==> src/rtl/taillight_pkg.sv <==
// Shared types, lamp patterns and state-sequencing helpers for the taillight controller.
package taillight_pkg;

    localparam int unsigned TICK_DIV_50MHZ = 12_500_000;

    localparam logic [2:0] PAT_OFF = 3'b000;
    localparam logic [2:0] PAT_1   = 3'b001;
    localparam logic [2:0] PAT_2   = 3'b011;
    localparam logic [2:0] PAT_3   = 3'b111;

    typedef enum logic [3:0] {
        IDLE,
        L1,
        L2,
        L3,
        LOFF,
        R1,
        R2,
        R3,
        ROFF,
        HON,
        HOFF
    } tl_state_t;

    typedef enum logic [1:0] {
        REQ_NONE,
        REQ_HAZ,
        REQ_LEFT,
        REQ_RIGHT
    } req_t;

    // Simultaneous left and right is treated as a hazard request.
    function automatic req_t decode_req(input logic i_left, input logic i_right,
                                        input logic i_hazard);
        req_t r;
        if (i_hazard || (i_left && i_right)) begin
            r = REQ_HAZ;
        end else if (i_left) begin
            r = REQ_LEFT;
        end else if (i_right) begin
            r = REQ_RIGHT;
        end else begin
            r = REQ_NONE;
        end
        return r;
    endfunction

    function automatic req_t seq_of(input tl_state_t s);
        req_t r;
        case (s)
            L1, L2, L3, LOFF: r = REQ_LEFT;
            R1, R2, R3, ROFF: r = REQ_RIGHT;
            HON, HOFF:        r = REQ_HAZ;
            default:          r = REQ_NONE;
        endcase
        return r;
    endfunction

    function automatic tl_state_t first_state(input req_t r);
        tl_state_t s;
        case (r)
            REQ_HAZ:   s = HON;
            REQ_LEFT:  s = L1;
            REQ_RIGHT: s = R1;
            default:   s = IDLE;
        endcase
        return s;
    endfunction

    function automatic tl_state_t advance(input tl_state_t s);
        tl_state_t n;
        case (s)
            L1:      n = L2;
            L2:      n = L3;
            L3:      n = LOFF;
            LOFF:    n = L1;
            R1:      n = R2;
            R2:      n = R3;
            R3:      n = ROFF;
            ROFF:    n = R1;
            HON:     n = HOFF;
            HOFF:    n = HON;
            default: n = IDLE;
        endcase
        return n;
    endfunction

    // Lamp pattern for the turning side; identical for left and right sequences.
    function automatic logic [2:0] turn_pat(input tl_state_t s);
        logic [2:0] p;
        case (s)
            L1, R1:  p = PAT_1;
            L2, R2:  p = PAT_2;
            L3, R3:  p = PAT_3;
            default: p = PAT_OFF;
        endcase
        return p;
    endfunction

endpackage

==> src/rtl/taillight_seq_ctrl_tick_gen.sv <==
// Animation tick divider: step pulses for one cycle every TICK_DIV clocks, clr restarts the period.
module tick_gen
    import taillight_pkg::*;
#(
    parameter int unsigned TICK_DIV = TICK_DIV_50MHZ
) (
    input  logic clk,
    input  logic rst_n,
    input  logic clr,
    output logic step
);

    localparam int CW = $clog2(TICK_DIV);
    localparam logic [CW-1:0] LAST = CW'(TICK_DIV - 1);

    logic [CW-1:0] r_cnt;
    logic          w_last;

    assign w_last = (r_cnt == LAST);
    assign step   = w_last;

    always_ff @(posedge clk or negedge rst_n) begin
        if (!rst_n) begin
            r_cnt <= '0;
        end else if (clr || w_last) begin
            r_cnt <= '0;
        end else begin
            r_cnt <= r_cnt + CW'(1);
        end
    end

endmodule

==> src/rtl/taillight_seq_ctrl.sv <==
// Taillight sequencer: arbitrates hazard/left/right requests, steps the Thunderbird pattern
// on animation ticks and overlays brake onto the registered lamp outputs.
//
//   state | meaning
//   IDLE  | no request; lamps off, or all on with brake
//   L1    | left 001
//   L2    | left 011
//   L3    | left 111
//   LOFF  | left 000
//   R1    | right 001
//   R2    | right 011
//   R3    | right 111
//   ROFF  | right 000
//   HON   | hazard, both sides 111
//   HOFF  | hazard, both sides 000
module taillight_seq_ctrl
    import taillight_pkg::*;
#(
    parameter int unsigned TICK_DIV = TICK_DIV_50MHZ
) (
    input  logic       clk,
    input  logic       rst_n,
    input  logic       left,
    input  logic       right,
    input  logic       hazard,
    input  logic       brake,
    output logic [2:0] tl,
    output logic [2:0] tr,
    output logic       step
);

    tl_state_t  r_state;
    tl_state_t  w_state_nxt;
    req_t       w_req;
    logic       r_armed;
    logic       w_tick;
    logic       w_clr;
    logic [2:0] r_tl;
    logic [2:0] r_tr;
    logic [2:0] w_tl_nxt;
    logic [2:0] w_tr_nxt;

    assign w_req = decode_req(left, right, hazard);

    // Leaving IDLE restarts the tick period so the first advance is a full step later.
    assign w_clr = (r_state == IDLE) && r_armed && (w_req != REQ_NONE);

    tick_gen #(
        .TICK_DIV (TICK_DIV)
    ) u_tick_gen (
        .clk   (clk),
        .rst_n (rst_n),
        .clr   (w_clr),
        .step  (w_tick)
    );

    assign step = w_tick;
    assign tl   = r_tl;
    assign tr   = r_tr;

    always_comb begin
        w_state_nxt = r_state;
        if (r_state == IDLE) begin
            if (r_armed) begin
                w_state_nxt = first_state(w_req);
            end
        end else if (w_tick) begin
            if (w_req == seq_of(r_state)) begin
                w_state_nxt = advance(r_state);
            end else begin
                w_state_nxt = first_state(w_req);
            end
        end
    end

    // Brake lights the non-turning side, or both sides in IDLE; hazard ignores it.
    always_comb begin
        w_tl_nxt = PAT_OFF;
        w_tr_nxt = PAT_OFF;
        case (seq_of(w_state_nxt))
            REQ_HAZ: begin
                w_tl_nxt = (w_state_nxt == HON) ? PAT_3 : PAT_OFF;
                w_tr_nxt = (w_state_nxt == HON) ? PAT_3 : PAT_OFF;
            end
            REQ_LEFT: begin
                w_tl_nxt = turn_pat(w_state_nxt);
                w_tr_nxt = brake ? PAT_3 : PAT_OFF;
            end
            REQ_RIGHT: begin
                w_tl_nxt = brake ? PAT_3 : PAT_OFF;
                w_tr_nxt = turn_pat(w_state_nxt);
            end
            default: begin
                w_tl_nxt = brake ? PAT_3 : PAT_OFF;
                w_tr_nxt = brake ? PAT_3 : PAT_OFF;
            end
        endcase
    end

    // r_armed holds off request acceptance for the first edge after reset release.
    always_ff @(posedge clk or negedge rst_n) begin
        if (!rst_n) begin
            r_state <= IDLE;
            r_armed <= 1'b0;
            r_tl    <= PAT_OFF;
            r_tr    <= PAT_OFF;
        end else begin
            r_state <= w_state_nxt;
            r_armed <= 1'b1;
            r_tl    <= w_tl_nxt;
            r_tr    <= w_tr_nxt;
        end
    end

endmodule

==> config.mk <==
export PLATFORM = sky130hd
export DESIGN_NAME = taillight_seq_ctrl
export DESIGN_NICKNAME = d
export VERILOG_FILES = /design/src/rtl/taillight_pkg.sv /design/src/rtl/taillight_seq_ctrl_tick_gen.sv /design/src/rtl/taillight_seq_ctrl.sv
export SDC_FILE = /design/constraint.sdc
export NUM_CORES = 1
export LEC_CHECK = 0
export CORE_UTILIZATION = 45
export CTS_CLUSTER_SIZE = 28
export DETAILED_ROUTE_END_ITERATION = 12
export PLACE_DENSITY = 0.63
export SETUP_SLACK_MARGIN = 0.4
export SLEW_MARGIN = 20
export SYNTH_ARGS = -nofsm -noshare
export SYNTH_HDL_FRONTEND = slang
export SYNTH_SLANG_ARGS = --single-unit
==> constraint.sdc <==
create_clock -name clk -period 4.6 [get_ports clk]
set_input_delay 1.38 -clock clk [delete_from_list [all_inputs] [get_ports clk]]
set_output_delay 1.38 -clock clk [all_outputs]
set_load 0.05 [all_outputs]
==> results of run 1 <==
-- metal layers --
metal,global-route usage,vias up
met3,0.0436,4
met1,0.279,836
met5,0,-
met4,0.0697,0
met2,0.312,16
li1,-,921
-- Yosys cell counts (all sizes together) (3+ instances only) --
cell,number,area [sq um]
nand3,10,55.1
nor2,34,128
xnor2,6,52.6
a21oi,10,50.1
ha,9,113
dfrtp,35,876
nor3b,3,27.5
o21ai,10,53.8
clkbuf,3,11.3
a21o,3,22.5
and3,4,25.0
a211oi,4,30.0
nor2b,5,31.3
nor3,5,35.0
and2,3,20.0
inv,7,26.3
nand2,18,67.6
nand2b,6,45.0
or3,5,31.3
and4,4,35.0
xor2,15,131
nand4,5,31.3
-- stage by stage --
step	TNS, ns	cells	util
finish	0	331	0.597
global route	0	331	0.597
detailed placement	-0.985	320	0.560
floorplan	0	238	-
global placement	-0.554	320	0.560
CTS	0	329	0.593
-- registers in the layout (all words and copies together) (netlist names) --
name              flops
tr                    3
r_armed               1
u_tick_gen.r_cnt     24
r_state               4
tl                    3
-- report_power, final --
part | total [uW] | internal, uW | switching [uW]
sequential | 333 | 324 | 9.21
clock | 274 | 161 | 113
combinational | 173 | 71.5 | 101
-- cell type report --
type                       instances  area [sq um]
sequential                        35           876
fill                             398          1810
clock buffer                       5          68.8
tap                               52          65.1
multi-input combinational        191          1310
inverter                           7          26.3
timing repair buffer              38           303
clock inverter                     3          43.8
-- worst max path at each step --
stage	startpoint	endpoint	slack, ns	depth (start not counted)
floorplan	left	tl[0]	0.43	13
global placement	right	tl[0]	-0.13	14
detailed placement	right	tl[0]	-0.20	14
CTS	hazard	tl[0]	0.41	14
global route	hazard	tl[0]	0.38	14
finish	hazard	tl[0]	0.58	14
-- kinds of logic (layout without fill, tap and decap cells) --
| kind of cell | Yosys count | after routing | share of synthesized area |
|---|---|---|---|
| AO/OA/AOI/OAI | 42 | 42 | 0.131 |
| XOR/XNOR | 21 | 21 | 0.0843 |
| adder cells (fa/ha/maj) | 9 | 9 | 0.0516 |
| buffers and inverters | 12 | 53 | 0.0218 |
| flip-flops | 35 | 35 | 0.401 |
| multiplexers | 2 | 2 | 0.00975 |
| other | 1 | 1 | 0.00172 |
| AND/OR/NAND/NOR | 116 | 116 | 0.299 |
-- layout by cell type, fill, tap and decap left out, types with 2 or more instances in the layout --
cell type        count
a211oi_1             2
a21o_1               3
a21oi_1             10
and3_1               4
and4_1               4
buf_4               25
clkbuf_2             2
clkbuf_8             5
clkdlybuf4s50_1      8
dfrtp_1             35
ha_1                 8
inv_1                7
nand2_1             18
nand2b_1             5
nand3_1              9
nand4_1              5
nor2_1              33
nor2b_1              5
nor3_1               3
nor3_2               2
nor3b_1              2
nor4_1               2
nor4b_1              2
nor4bb_1             2
o211ai_1             2
o21ai_0              7
o21ai_1              2
o21bai_1             2
o2bb2ai_1            2
o31a_1               2
or2_2                2
or3_1                5
xnor2_1              5
xor2_1              15
-- worst register-to-register path, stage by stage, from the launching register on --
cell and delay, ns:
dfrtp_1 0.46, inv_1 0.15, ha_1 0.28, nand2b_1 0.10, or4_1 0.50, o31ai_1 0.08
buf_4 0.17, o31a_1 0.16, a211oi_2 0.10, nor2_1 0.17, inv_1 0.08, and2_1 0.17
o22ai_2 0.14, ha_2 0.20, inv_1 0.04, or4_4 0.43, nand2b_4 0.16, o221ai_2 0.14
-- repair_timing --
item / CTS / global route
endpoints found under the setup margin: 6 / 6
pin swaps: 7 / 8
gates resized for setup: 11 / 7
setup buffers: 1 / 2
cloned: 0 / 0
==> flow_summary.toml, run 1 <==
[sta]
min_period_ns = 4.02
rsz0062_at_grt = "no"
fin_ws_ns = 0.582
whs_ns = 0.490
fmax_ghz = 0.249
drv_slew = 0
hold_viol = 0
worst_pin_slew_ns = 0.525
setup_viol = 0
fin_skew_ns = 0.00876
slew_headroom = 0.650
post-route-period-util = 0.873

[cts]
holdBufCountCts = 0
cts_tree = "yes"
clk_path_buf_depth = 2
htree_levels = 2
worstSkewPairLatency_ns = 0.29
clockRootBuffer = "clkbuf_8"
cts_sinks = 35
clk_pin_slew_ns = 0.07
cts_buffers = 5

[floorplanning]
die_x_um = 71.6
dieHeight_um = 71.6
fp-row-count = 24
coreArea_sq_um = 4500
ios = 13
start_util = 0.484
dieArea_sq_um = 5130

[detailed_routing]
first_pass_iters = 4
wl_met1_mm = 2.30
dr_wl_met3_um = 112
via_per_inst = 5.37
vias = 1777
drc = 0
ant_nets = 0
wl_per_cell_um = 13.7
wl_met2_mm = 2.10
wirelength_mm = 4.54
drt_first_iter_violations = 50
dr.max_layer_used = "met4"

[yosys]
synth-edff-count = 0
ys_ff_latch = 35
ys.flop_type = "dfrtp_1"
seq_area_frac_synth = 0.401
syn-instance-count = 238
syn-num-nets = 253
synth.distinct_cells = 54
yosys_warnings = 0
async_flop_share = 1.00
syn_avg_cell_area_sq_um = 9.17
syn_area_sq_um = 2180

[placement]
pre_cts_ws_ns = -0.195
dpl.hpwl_mm = 3.36
port_buffers = 12
gp_routability_congestion = 0.800
place_area_sq_um = 2520

[final_layout]
area_growth_pct = 23.3
drive_gt1_frac = 0.208
antenna_cells = 0
fin_nets = 293
final_cell_area_sq_um = 2690

[critical_path]
slowest_stage = "or4_4"
required_ns = 4.81
reg2reg_depth = 17
crit_fanout = 3
rr_endpoint = "tl[0]"
timing.rr.start = "r_state[0]"
cp.arrival_ns = 4.23
crit_buf_inv = 3
crit_chain = "dlygate4sd2_1 > or3b_4 > a211o_1 > and2_4 > o31a_1 > buf_4 > a211oi_4 > nand2b_1 > xnor2_1 > ha_2 > inv_1 > or4_4 > nand2b_4 > o221ai_2"
start_kind = "input port"
cp_top_family = "simple AND/OR/NAND/NOR gates"
cpPeakStageDelay_ns = 0.43
crit_type = "in2reg"
worst_setup_path_end_kind = "flop"
rrSetupSlack_ns = 0.97

[min_path]
min_to = "u_tick_gen.r_cnt[0]"
hp-start = "u_tick_gen.r_cnt[0]"
min_path_cells = 1
min_path_type = "reg2reg"

[global_route]
grt_overflow = 0
first_global_vias = 1740
grt_pass1_wl_mm = 7.98
antenna_found_initial = 0
grt_max_degree = 26
grt.total_usage = 0.201

[power_and_ir_drop]
cellLeakagePower_uw = 0.00119
p_total_uw = 780
peakVddDrop_mv = 0.250
powerDensity_nw_per_um2 = 290

[job]
drv_cap = 0

[outcome]
status = "complete, no violations"
(Power assumes the default switching activity.)
==> run 2: changes to the inputs <==
--- a/config.mk
+++ b/config.mk
@@ -5,6 +5,8 @@
 export SDC_FILE = /design/constraint.sdc
 export NUM_CORES = 1
 export LEC_CHECK = 0
+export CORE_ASPECT_RATIO = 2
+export CORE_MARGIN = 2
 export CORE_UTILIZATION = 45
 export CTS_CLUSTER_SIZE = 28
 export DETAILED_ROUTE_END_ITERATION = 12
==> flow_summary.toml, run 2 (synthesis gave the netlist of run 1 again) <==
[sta]
fin_skew_ns = 0.0103
setup_viol = 0
min_period_ns = 4.12
whs_ns = 0.488
slew_headroom = 0.657
fin_ws_ns = 0.480
hold_viol = 0
rsz0062_at_grt = "yes"
post-route-period-util = 0.896
fmax_ghz = 0.243
drv_slew = 0
worst_pin_slew_ns = 0.512

[cts]
cts_buffers = 5
htree_levels = 2
clk_pin_slew_ns = 0.07
clockRootBuffer = "clkbuf_8"
worstSkewPairLatency_ns = 0.29
holdBufCountCts = 0
cts_sinks = 35
cts_tree = "yes"
clk_path_buf_depth = 2

[final_layout]
fin_cells = 343
fin_nets = 302
layout_common_cells = "buf_4, dfrtp_1, nor2_1, nand2_1, xor2_1"
antenna_cells = 0
area_growth_pct = 27.0
largest_register_ff_count = 24
fin_util = 0.597
reg.largest.list = "u_tick_gen.r_cnt (24), r_state (4)"
n_fill_cell = 436
regMostFlops = "u_tick_gen.r_cnt"
drive_gt1_frac = 0.236

[floorplanning]
dieArea_sq_um = 5460
fp-row-count = 35
die_x_um = 53.2
dieHeight_um = 102
start_util = 0.470
ios = 13
coreArea_sq_um = 4640

[detailed_routing]
wirelength_mm = 5.06
vias = 1900
via_per_inst = 5.54
first_pass_iters = 4
wl_per_cell_um = 14.8
drt_first_iter_violations = 21
drc = 0
ant_nets = 0

[critical_path]
reg2reg_depth = 16
crit_buf_inv = 5
crit_end = "tl[0]"
timing.rr.start = "r_state[0]"
cp-startpoint = "right"
crit_chain = "clkbuf_4 > xnor2_4 > buf_4 > o211ai_1 > buf_4 > buf_4 > nand3_1 > nor3_2 > a211oi_4 > a211oi_4 > nand2b_1 > xnor2_1 > ha_2 > inv_1 > or4_4 > nand2b_4 > o221ai_2"
crit_fanout = 4
rrSetupSlack_ns = 0.88
path_common_cell = "buf_4"
worst_setup_path_end_kind = "flop"
rr_endpoint = "tl[0]"
cp.depth = 17
cp.arrival_ns = 4.32
cpPeakStageDelay_ns = 0.49
required_ns = 4.80
cp_top_family = "simple AND/OR/NAND/NOR gates"
crit_type = "in2reg"
slowest_stage = "or4_4"
start_kind = "input port"

[global_route]
grt.total_usage = 0.207
antenna_found_initial = 0
grt_max_degree = 36
grt_pass1_wl_mm = 8.38
first_global_vias = 1874
grt_overflow = 0

[placement]
port_buffers = 12
dpl.cell_count = 329
gp_routability_congestion = 0.796
pre_cts_ws_ns = -0.296
dpl.hpwl_mm = 3.70

[power_and_ir_drop]
powerDensity_nw_per_um2 = 274
peakVddDrop_mv = 0.272
cellLeakagePower_uw = 0.00123

[job]
drv_cap = 0

[outcome]
status = "complete, no violations"

[min_path]
min_path_type = "reg2reg"
[run 2: layout make-up]
| class | count | area (sq um) | area share |
|---|---|---|---|
| flip-flops and latches | 35 | 876 | 0.316 |
| repair buffers | 47 | 370 | 0.134 |
| well taps | 55 | 68.8 | 0.0248 |
| multi-input cells | 191 | 1330 | 0.480 |
| clock buffers | 8 | 100 | 0.0361 |
| inverters | 7 | 26.3 | 0.00948 |
[run 2: worst min-delay path by stage]
stage	start	to	slack [ns]	depth (start not counted)
2_1_floorplan	u_tick_gen.r_cnt[0]	u_tick_gen.r_cnt[0]	0.45	1
3_3_place_gp	u_tick_gen.r_cnt[0]	u_tick_gen.r_cnt[0]	0.48	1
3_5_place_dp	u_tick_gen.r_cnt[0]	u_tick_gen.r_cnt[0]	0.49	1
4_1_cts	u_tick_gen.r_cnt[0]	u_tick_gen.r_cnt[0]	0.49	1
5_1_grt	u_tick_gen.r_cnt[0]	u_tick_gen.r_cnt[0]	0.51	1
6_report	u_tick_gen.r_cnt[0]	u_tick_gen.r_cnt[0]	0.49	1
[run 2: through the flow]
step                cell area (sq um)  setup TNS, ns  total power [uW]
finish                           2770              0               760
global route                     2770              0               793
CTS                              2740              0               766
detailed placement               2570          -1.45               513
global placement                 2570          -1.58               511
floorplan                        2190              0               445
[run 2: repair_timing]
item | CTS | global route
hold endpoints to repair | 0 | 0
gates resized for setup | 22 | 5
setup buffers | 3 | 3
cloned | 0 | 0
pin swaps | 9 | 9
setup endpoints to repair | 6 | 6
[run 2: layer usage]
layer / track usage / vias to the layer above / wire [um]
met5: 0 / - / 0
met4: 0.0809 / 0 / 97
met3: 0.0307 / 10 / 84
met2: 0.399 / 24 / 2910
met1: 0.209 / 923 / 1970
li1: - / 943 / -
[run 2: report_power, final]
| part | switching (uW) | leakage, uW | internal, uW |
|---|---|---|---|
| registers | 8.46 | 0.000443 | 324 |
| clock network | 106 | 0.0000515 | 137 |
| logic | 106 | 0.000735 | 79.0 |
| total | 220 | 0.00123 | 540 |
==> run 3: changes to the inputs <==
--- a/config.mk
+++ b/config.mk
@@ -8,7 +8,6 @@
 export CORE_ASPECT_RATIO = 2
 export CORE_MARGIN = 2
 export CORE_UTILIZATION = 45
-export CTS_CLUSTER_SIZE = 28
 export DETAILED_ROUTE_END_ITERATION = 12
 export PLACE_DENSITY = 0.63
 export SETUP_SLACK_MARGIN = 0.4
==> results of run 3 <==
Final layout, timing and power as in run 2 (identical DEF).
